$ cat src/rtl/id_exe.sv
// Decode-to-execute pipeline register with stall, bubble and flush control.
// Also returns the load-use hazard signals (registered load flag, rd) to decode.
module id_exe #(
  parameter int              ADDR_WIDTH  = 32,
  parameter int              DATA_WIDTH  = 32,
  parameter int              RADDR_WIDTH = 5,
  parameter int              RDATA_WIDTH = 32,
  parameter logic [DATA_WIDTH-1:0] NOP_INST = 32'h00000013
) (
  input  logic                   clk_i,
  input  logic                   rst_i,
  input  logic                   stall_id_i,
  input  logic                   stall_exe_i,
  input  logic                   flush_i,
  input  logic [DATA_WIDTH-1:0]  inst_i,
  input  logic [ADDR_WIDTH-1:0]  inst_addr_i,
  input  logic [RDATA_WIDTH-1:0] op1_i,
  input  logic [RDATA_WIDTH-1:0] op2_i,
  input  logic                   reg_we_i,
  input  logic [RADDR_WIDTH-1:0] reg_waddr_i,
  input  logic [31:0]            exception_i,
  output logic [DATA_WIDTH-1:0]  inst_o,
  output logic [ADDR_WIDTH-1:0]  inst_addr_o,
  output logic [RDATA_WIDTH-1:0] op1_o,
  output logic [RDATA_WIDTH-1:0] op2_o,
  output logic                   reg_we_o,
  output logic [RADDR_WIDTH-1:0] reg_waddr_o,
  output logic [31:0]            exception_o,
  output logic                   pre_inst_is_load_o,
  output logic [RADDR_WIDTH-1:0] exe_rd_o,
  output logic [31:0]            bubble_cnt_o
);

  localparam logic [6:0] OPC_LOAD = 7'b0000011;

  logic [DATA_WIDTH-1:0]  inst_q,      inst_d;
  logic [ADDR_WIDTH-1:0]  inst_addr_q, inst_addr_d;
  logic [RDATA_WIDTH-1:0] op1_q,       op1_d;
  logic [RDATA_WIDTH-1:0] op2_q,       op2_d;
  logic                   reg_we_q,    reg_we_d;
  logic [RADDR_WIDTH-1:0] reg_waddr_q, reg_waddr_d;
  logic [31:0]            exception_q, exception_d;
  logic [31:0]            bubble_cnt_q, bubble_cnt_d;
  logic                   load_bubble;

  // Flush beats everything; a decode-only stall turns into a counted bubble.
  always_comb begin
    inst_d       = inst_q;
    inst_addr_d  = inst_addr_q;
    op1_d        = op1_q;
    op2_d        = op2_q;
    reg_we_d     = reg_we_q;
    reg_waddr_d  = reg_waddr_q;
    exception_d  = exception_q;
    bubble_cnt_d = bubble_cnt_q;
    load_bubble  = 1'b0;

    if (flush_i) begin
      load_bubble = 1'b1;
    end else if (stall_id_i && !stall_exe_i) begin
      load_bubble  = 1'b1;
      bubble_cnt_d = bubble_cnt_q + 32'd1;
    end else if (!stall_exe_i) begin
      inst_d      = inst_i;
      inst_addr_d = inst_addr_i;
      op1_d       = op1_i;
      op2_d       = op2_i;
      reg_we_d    = reg_we_i;
      reg_waddr_d = reg_waddr_i;
      exception_d = exception_i;
    end

    if (load_bubble) begin
      inst_d      = NOP_INST;
      inst_addr_d = '0;
      op1_d       = '0;
      op2_d       = '0;
      reg_we_d    = 1'b0;
      reg_waddr_d = '0;
      exception_d = '0;
    end
  end

  always_ff @(posedge clk_i or posedge rst_i) begin
    if (rst_i) begin
      inst_q       <= NOP_INST;
      inst_addr_q  <= '0;
      op1_q        <= '0;
      op2_q        <= '0;
      reg_we_q     <= 1'b0;
      reg_waddr_q  <= '0;
      exception_q  <= '0;
      bubble_cnt_q <= '0;
    end else begin
      inst_q       <= inst_d;
      inst_addr_q  <= inst_addr_d;
      op1_q        <= op1_d;
      op2_q        <= op2_d;
      reg_we_q     <= reg_we_d;
      reg_waddr_q  <= reg_waddr_d;
      exception_q  <= exception_d;
      bubble_cnt_q <= bubble_cnt_d;
    end
  end

  assign inst_o             = inst_q;
  assign inst_addr_o        = inst_addr_q;
  assign op1_o              = op1_q;
  assign op2_o              = op2_q;
  assign reg_we_o           = reg_we_q;
  assign reg_waddr_o        = reg_waddr_q;
  assign exception_o        = exception_q;
  assign bubble_cnt_o       = bubble_cnt_q;
  // Derived from the register only, so they move solely on an edge or reset.
  assign pre_inst_is_load_o = (inst_q[6:0] == OPC_LOAD);
  assign exe_rd_o           = inst_q[11:7];

endmodule

$ cat config.mk
export PLATFORM = sky130hd
export DESIGN_NAME = id_exe
export DESIGN_NICKNAME = d
export VERILOG_FILES = /design/src/rtl/id_exe.sv
export SDC_FILE = /design/constraint.sdc
export NUM_CORES = 1
export LEC_CHECK = 0
export ABC_AREA = 1
export CORE_MARGIN = 5
export CORE_UTILIZATION = 47
export CTS_BUF_LIST = sky130_fd_sc_hd__clkbuf_4 sky130_fd_sc_hd__clkbuf_8
export DETAILED_ROUTE_END_ITERATION = 8
export GPL_ROUTABILITY_DRIVEN = 0
export PLACE_DENSITY = 0.89
export SYNTH_ARGS = -nofsm -noshare
export SYNTH_HDL_FRONTEND = slang
export SYNTH_SLANG_ARGS = --single-unit
$ cat constraint.sdc
create_clock -name clk_i -period 14.7 [get_ports clk_i]
set_input_delay 1.47 -clock clk_i [delete_from_list [all_inputs] [get_ports clk_i]]
set_output_delay 1.47 -clock clk_i [all_outputs]
set_load 0.02 [all_outputs]
## Yosys cells after proc, flatten, opt, wreduce, memory -nomap -nowiden

Cells that the tools add are included.

- Register bits after elaboration: 198
- Logic and storage cells: 48
- Input port bits: 171
- Output and inout bits: 204

- Eq/ne operators: 4
- $add $sub $neg: 1
- Mux-type cells: 30
- Bitwise gates (word level): 1
- Reduce and logical (&&, ||, !) cells: 4

Operators by type and width:

| cell | number |
|---|---|
| two-way mux 32 bit | 20 |
| adder 32 x 1 -> 32 bit (second input constant) | 1 |
| two-way mux 5 bit | 4 |
| equality test 7 x 2 -> 1 bit (second input constant) | 1 |
| two-way mux 1 bit | 6 |
| != test 2 x 1 -> 1 bit (second input constant) | 2 |
| AND reduction 3 bit | 1 |
| != test 2 bit (second input constant) | 1 |
| AND reduction 2 bit | 1 |
| logical AND 1 bit | 1 |
| zero test 1 bit | 1 |
| NOT 1 bit | 1 |

## Longest topological paths before layout

Gate-level depths: netlist of run 1.

- Word-level depth: 6
- Mapped depth: 9
- Mapped depth without buffers: 9

## Least setup slack after synthesis of run 1

Ideal clock, no wire load.

- Path kind: register to output
- From: register inst_q[1] (netlist: inst_o[1])
- To: output pre_inst_is_load_o
- Setup slack: 11.917 ns
- Data required time: 13.230 ns
- Data arrival time: 1.313 ns
- Cell stages (with the launch flop): 3
- Buffers on the path: 0
- Cell sequence: dfstp_2 nand4_1 nor4_1

- Longest elaborated chain between the ends: 1

Ends and longest elaborated chain:

| item | line | RTL |
|---|---|---|
| start: declaration | 36 | `logic [DATA_WIDTH-1:0] inst_q, inst_d;` |
| start signal: assignment | 95 | `inst_q <= inst_d;` |
| equality test 7 x 2 -> 1 bit | 115 | `assign pre_inst_is_load_o = (inst_q[6:0] == OPC_LOAD);` |
| end: declaration | 29 | `output logic pre_inst_is_load_o,` |

No other way between the ends.

## Final worst setup path of run 1

- From: input stall_exe_i
- To: register inst_q[4] (netlist: inst_o[4])

- Longest elaborated chain between the ends: 6
- Elaborated cells between the ends (all ways): 9
- Classes of those cells: eq/ne: 3; mux: 3; reduce/logical: 3

Ends and longest elaborated chain:

| item | line | RTL |
|---|---|---|
| start: declaration | 13 | `input logic stall_exe_i,` |
| zero test 1 bit | -- |  |
| logical AND 1 bit | 60 | `end else if (stall_id_i && !stall_exe_i) begin` |
| two-way mux 1 bit | 60 |  |
| two-way mux 1 bit | 58 | `if (flush_i) begin` |
| != test 2 bit (no line) or != test 2 x 1 -> 1 bit (tied branches) | -- |  |
| AND reduction 3 bit (no line) | -- |  |

Parallel ways exist; a longest one is shown, timed or not.
A chain may end at the register's enable or synchronous reset.

==> impl_metrics.tcl, run 1 <==
set metrics [dict create \
    p_sw_uw 352 \
    relSlewSlack_pct 25.8 \
    clk_path_buf_depth 2 \
    fin_skew_ps 18.5 \
    ir_drop_uv 66.0 \
    yosys.area.top_type "dfrtp_1" \
    synth_seq_cells 198 \
    critPathKind "in2reg" \
    fin_crit_ps 4540 \
    diodes 0 \
    r2r_cells 8 \
    worstMarginPinSlew_ps 1110 \
    viasPerCell 5.54 \
    first_pass_iters 5 \
    ctsResizeCount 0 \
    core_region_area_um2 18000 \
    fmax_mhz 220 \
    drt_wl_total_um 28700 \
    area_growth_pct 48.9 \
    cp_max_fo 98 \
    synth_top_area_share_pct 57.0 \
    synthCells 977 \
    reg2reg_from "bubble_cnt_o[0]" \
    r2r-end "bubble_cnt_o[30]" \
    die_y_um 145 \
    total_power_mw 1.22 \
    start_util_pct 47.6 \
    pwr_density_cell_nw_per_um2 95.5 \
    finalHoldWorstSlack_ps 513 \
    crit_path_end_kind "register" \
    final_hold_viol_count 0 \
    fin_ws_ps 10160 \
    final_common_cell "clkdlybuf4s50_1" \
    vias 8549 \
    mostFrequentLayoutCells "373 x clkdlybuf4s50_1, 335 x nand3_1, 251 x nand2_1" \
    grt_max_degree 121 \
    cts-buffers-inserted 17 \
    portBuffers 374 \
    min_delay_path_depth 2 \
    wl_per_cell_um 18.6 \
    ys.warnings.count 0 \
    grt_first_pass_wirelength_um 46000 \
    cellLeakagePower_nw 6.02 \
    swShare_pct 29.0 \
    die_w_um 145 \
    ant_nets 0 \
    maxCapViolCount 0 \
    clkPwrFrac_pct 31.4 \
    sequentialPowerShare_pct 49.2 \
    dp_hpwl_um 19900 \
    hold_path_class "reg2reg" \
    ys_types 24 \
    overflow 0 \
    seqCellArea_um2 4960 \
    clk_pin_slew_worst_paths_ps 110 \
    multi_input_area_um2 3160 \
    crit_path_start_kind "input pin" \
    grt_pass1_vias 8563 \
    whs_endpoint "op1_o[29]" \
    drv_slew 0 \
    syn_area_um2 8560 \
    min_from "op1_o[29]" \
    setup_violations 0 \
    internal_power_uw 864 \
    syn-num-nets 1149 \
    drt_iter0_drc 620 \
    seq_area_frac_synth_pct 57.9 \
    finalCritPeriodShare_pct 30.9 \
    num_rows 49 \
    io-pin-count 375 \
    dieArea_um2 21000 \
    clk_latency_ps 470 \
    cts_sinks 198 \
    yosys-top-cells-area "dfrtp_1 57%, nand3_1 20%, nand2_1 11%" \
    crit_required_ps 15110 \
    cts_tree "done" \
    drive_gt1_share_pct 4.11 \
    setup_tns_ps 0 \
    drc 0 \
    rrSetupSlack_ps 12970 \
    antenna_found_initial 0 \
    grt_usage_pct 26.5 \
    crit_arrival_ps 4950 \
    avgSynthCellArea_um2 8.76 \
    grt_setup_unrepaired "false" \
    nets 1472 \
    htreeDepth 4 \
    status "completed" \
    combPwrFrac_pct 19.4 \
    post_cts_buffers 0 \
    dp_slack_ps 9830 \
    clockRootBuffer "clkbuf_8" \
    fillers 1353 \
    postCtsHoldBufs 0 \
]
[critical path, stage by stage]
cell	delay (ps)
buf_4	790
inv_4	500
a21oi_4	790
buf_4	810
nand2_1	170
o21ai_0	150
inv_1	70
[power groups by stage]
stage | Clock (mW) | Sequential (mW) | Combinational [mW]
5_1_grt | 0.408 | 0.602 | 0.251
2_1_floorplan | 0 | 0.641 | 0.0680
3_5_place_dp | 0 | 0.608 | 0.236
4_1_cts | 0.389 | 0.598 | 0.238
6_report | 0.382 | 0.598 | 0.236
3_3_place_gp | 0 | 0.606 | 0.232
[final cells by class]
| cell class | instances | area share, % |
|---|---|---|
| Inverter | 28 | 0.923 |
| Sequential cell | 198 | 38.9 |
| Multi-Input combinational cell | 675 | 24.8 |
| Clock inverter | 12 | 1.32 |
| Clock buffer | 20 | 2.06 |
| Tap cell | 229 | 2.25 |
| Timing Repair Buffer | 380 | 29.7 |
[cells by family after synthesis]
family / after synthesis / share of synthesized area [%]
simple gates: 651 / 34.6
buf+inv: 104 / 5.18
flops: 198 / 57.9
xor+xnor: 16 / 1.64
fa+ha+maj: 1 / 0.146
compound gates: 7 / 0.453
[registers in the layout, indices dropped and copies added, names as in the netlist]
register and count:
bubble_cnt_o 32, exception_o 32, inst_addr_o 32, inst_o 32
op1_o 32, op2_o 32, reg_waddr_o 5, reg_we_o 1
[layer usage]
layer  track usage [%]  share of wire, %  vias to the layer above
met2              45.1                51                      403
met3              8.26               8.8                       62
li1                  -                 -                     3873
met4              9.70               3.2                        0
met1              31.6                37                     4211
met5                 0                 0                        -
[worst max-delay path by stage]
stage / cells after the start / from / end / slack [ps]
CTS: 7 / stall_exe_i / inst_o[4] / 10320
floorplan: 1 / rst_i / bubble_cnt_o[0] / 7840
detailed placement: 6 / stall_exe_i / inst_o[2] / 9830
finish: 7 / stall_exe_i / inst_o[4] / 10160
global placement: 7 / stall_exe_i / inst_o[0] / 9920
global route: 7 / stall_exe_i / inst_o[4] / 9960
[synth_stat cells (all sizes together)]
library cell / n
o21ai: 6
ha: 1
nand4: 7
dfstp: 3
nand2: 251
dfrtp: 195
nand3b: 10
xor2: 8
a21oi: 1
nor2: 44
nand3: 337
buf: 46
nor3: 1
inv: 28
clkbuf: 30
nor4: 1
xnor2: 8
[through the flow]
| stage | util [%] | instance area, um^2 | std cells |
|---|---|---|---|
| global placement | 68.5 | 12300 | 1510 |
| CTS | 70.9 | 12700 | 1542 |
| detailed placement | 68.5 | 12300 | 1510 |
| finish | 70.9 | 12700 | 1542 |
| floorplan | - | 8560 | 977 |
| global route | 70.9 | 12700 | 1542 |
No activity file was read; power rests on OpenSTA's default activity.
==> run 2, diff against run 1 <==
Settings changed: CORE_UTILIZATION 47 to 39, PLACE_DENSITY 0.89 to 0.79.
Clock period 14.7 ns to 3.6 ns, I/O delays scaled along.
==> impl_metrics.tcl, run 2 (synthesized netlist as in run 1, its figures left out) <==
set metrics [dict create \
    crit_arrival_ps 1980 \
    post_cts_buffers 0 \
    drt_iter0_drc 564 \
    io-pin-count 375 \
    htreeDepth 4 \
    final_cells 1599 \
    core_region_area_um2 21700 \
    crit_chain "nand4_1 > nor4_1 > clkdlybuf4s50_1" \
    cpLargestDelayFamily "buffers and inverters" \
    ir_drop_uv 326 \
    cts_sinks 198 \
    viasPerCell 5.19 \
    antenna_found_initial 0 \
    mostFrequentLayoutCells "373 x clkdlybuf4s50_1, 335 x nand3_1, 251 x nand2_1" \
    hold_path_class "in2async" \
    num_rows 54 \
    relSlewSlack_pct 32.0 \
    reg2reg_from "bubble_cnt_o[0]" \
    max_stage_delay_ps 680 \
    clockRootBuffer "clkbuf_8" \
    multi_input_area_um2 3160 \
    cp_max_fo 3 \
    clk_latency_ps 460 \
    setup_tns_ps 0 \
    final_hold_viol_count 0 \
    ant_nets 0 \
    startpoint "inst_o[0]" \
    start_util_pct 39.5 \
    p_sw_mw 1.45 \
    grt_pass1_vias 8002 \
    setup_violations 0 \
    ctsResizeCount 0 \
    grt_usage_pct 21.8 \
    vias 8305 \
    dp_cells 1567 \
    crit_required_ps 3240 \
    final_common_cell "clkdlybuf4s50_1" \
    diodes 0 \
    overflow 0 \
    critPathBufInv 1 \
    clkPwrFrac_pct 29.0 \
    cts_tree "done" \
    swShare_pct 30.2 \
    die_w_um 158 \
    drt_wl_total_um 28300 \
    fin_skew_ps 19.1 \
    dp_hpwl_um 20000 \
    nets 1478 \
    area_growth_pct 50.3 \
    postCtsHoldBufs 0 \
    grt_setup_unrepaired "false" \
    pwr_density_cell_nw_per_um2 374 \
    combPwrFrac_pct 20.1 \
    first_pass_iters 5 \
    portBuffers 374 \
    critPathKind "reg2out" \
    drive_gt1_share_pct 4.55 \
    worstMarginPinSlew_ps 1020 \
    cts-buffers-inserted 17 \
    seqCellArea_um2 4960 \
    wl_per_cell_um 17.7 \
    fmax_mhz 427 \
    die_y_um 158 \
    crit_path_start_kind "register" \
    slowest_stage "clkdlybuf4s50_1" \
    fin_crit_ps 2340 \
    dieArea_um2 25000 \
    internal_power_mw 3.35 \
    crit_path_end_kind "output pin" \
    grt_max_degree 166 \
    cellLeakagePower_nw 6.04 \
    total_power_mw 4.80 \
    clk_path_buf_depth 2 \
    grt_first_pass_wirelength_um 43500 \
    finalCritPeriodShare_pct 65.1 \
    status "completed" \
    clk_pin_slew_worst_paths_ps 100 \
    sequentialPowerShare_pct 50.8 \
    drc 0 \
    maxCapViolCount 0 \
    drv_slew 0 \
    fillers 1833 \
]
==> run 2: layout make-up <==
class	count	area share (%)
sequential	198	38.6
timing repair buffer	386	30.3
tap	280	2.72
clock buffer	20	2.09
inverter	28	0.886
multi-input combinational	675	24.6
clock inverter	12	0.847
==> run 2: path summary, 6_finish.rpt <==
path / cells after the start / slack [ps] / end
min in group clk_i: 4 / 300 / exception_o[14]
max in group asynchronous: 3 / 2460 / exception_o[5]
worst max-delay path: 3 / 1260 / pre_inst_is_load_o
worst max register to register: 8 / 1950 / bubble_cnt_o[30]
worst min-delay path: 2 / 300 / op1_o[22]
worst min register to register: 2 / 520 / op1_o[8]
==> run 2: per-stage QoR <==
step	util, %	instance area (um^2)	hold WS [ps]	worst slack, ps
floorplan	-	8560	501	682
global placement	57.5	12500	484	1260
detailed placement	57.5	12500	493	1210
CTS	59.3	12900	265	1210
global route	59.3	12900	280	1130
finish	59.3	12900	296	1260
==> run 2: worst register-to-register path, cell delays in order (launching register included) <==
cell	delay, ps
dfrtp_1	420
ha_1	190
inv_1	60
nor2_1	170
nand3_1	140
nor2_1	330
nand2_1	110
nand2_1	70
nand2_1	50
==> run 2: metal layers <==
layer / vias up / global-route usage, % / wire length, um
met3: 51 / 7.41 / 2560
met4: 0 / 6.70 / 771
met1: 4037 / 27.5 / 11000
li1: 3892 / - / -
met2: 325 / 35.7 / 13900
met5: - / 0 / 0
==> run 2: power by group through the flow <==
stage | registers [mW] | logic (mW) | clock network (mW)
floorplan | 2.62 | 0.278 | 0
global placement | 2.48 | 0.973 | 0
detailed placement | 2.48 | 0.977 | 0
CTS | 2.44 | 0.980 | 1.44
global route | 2.46 | 1.04 | 1.52
finish | 2.44 | 0.968 | 1.40
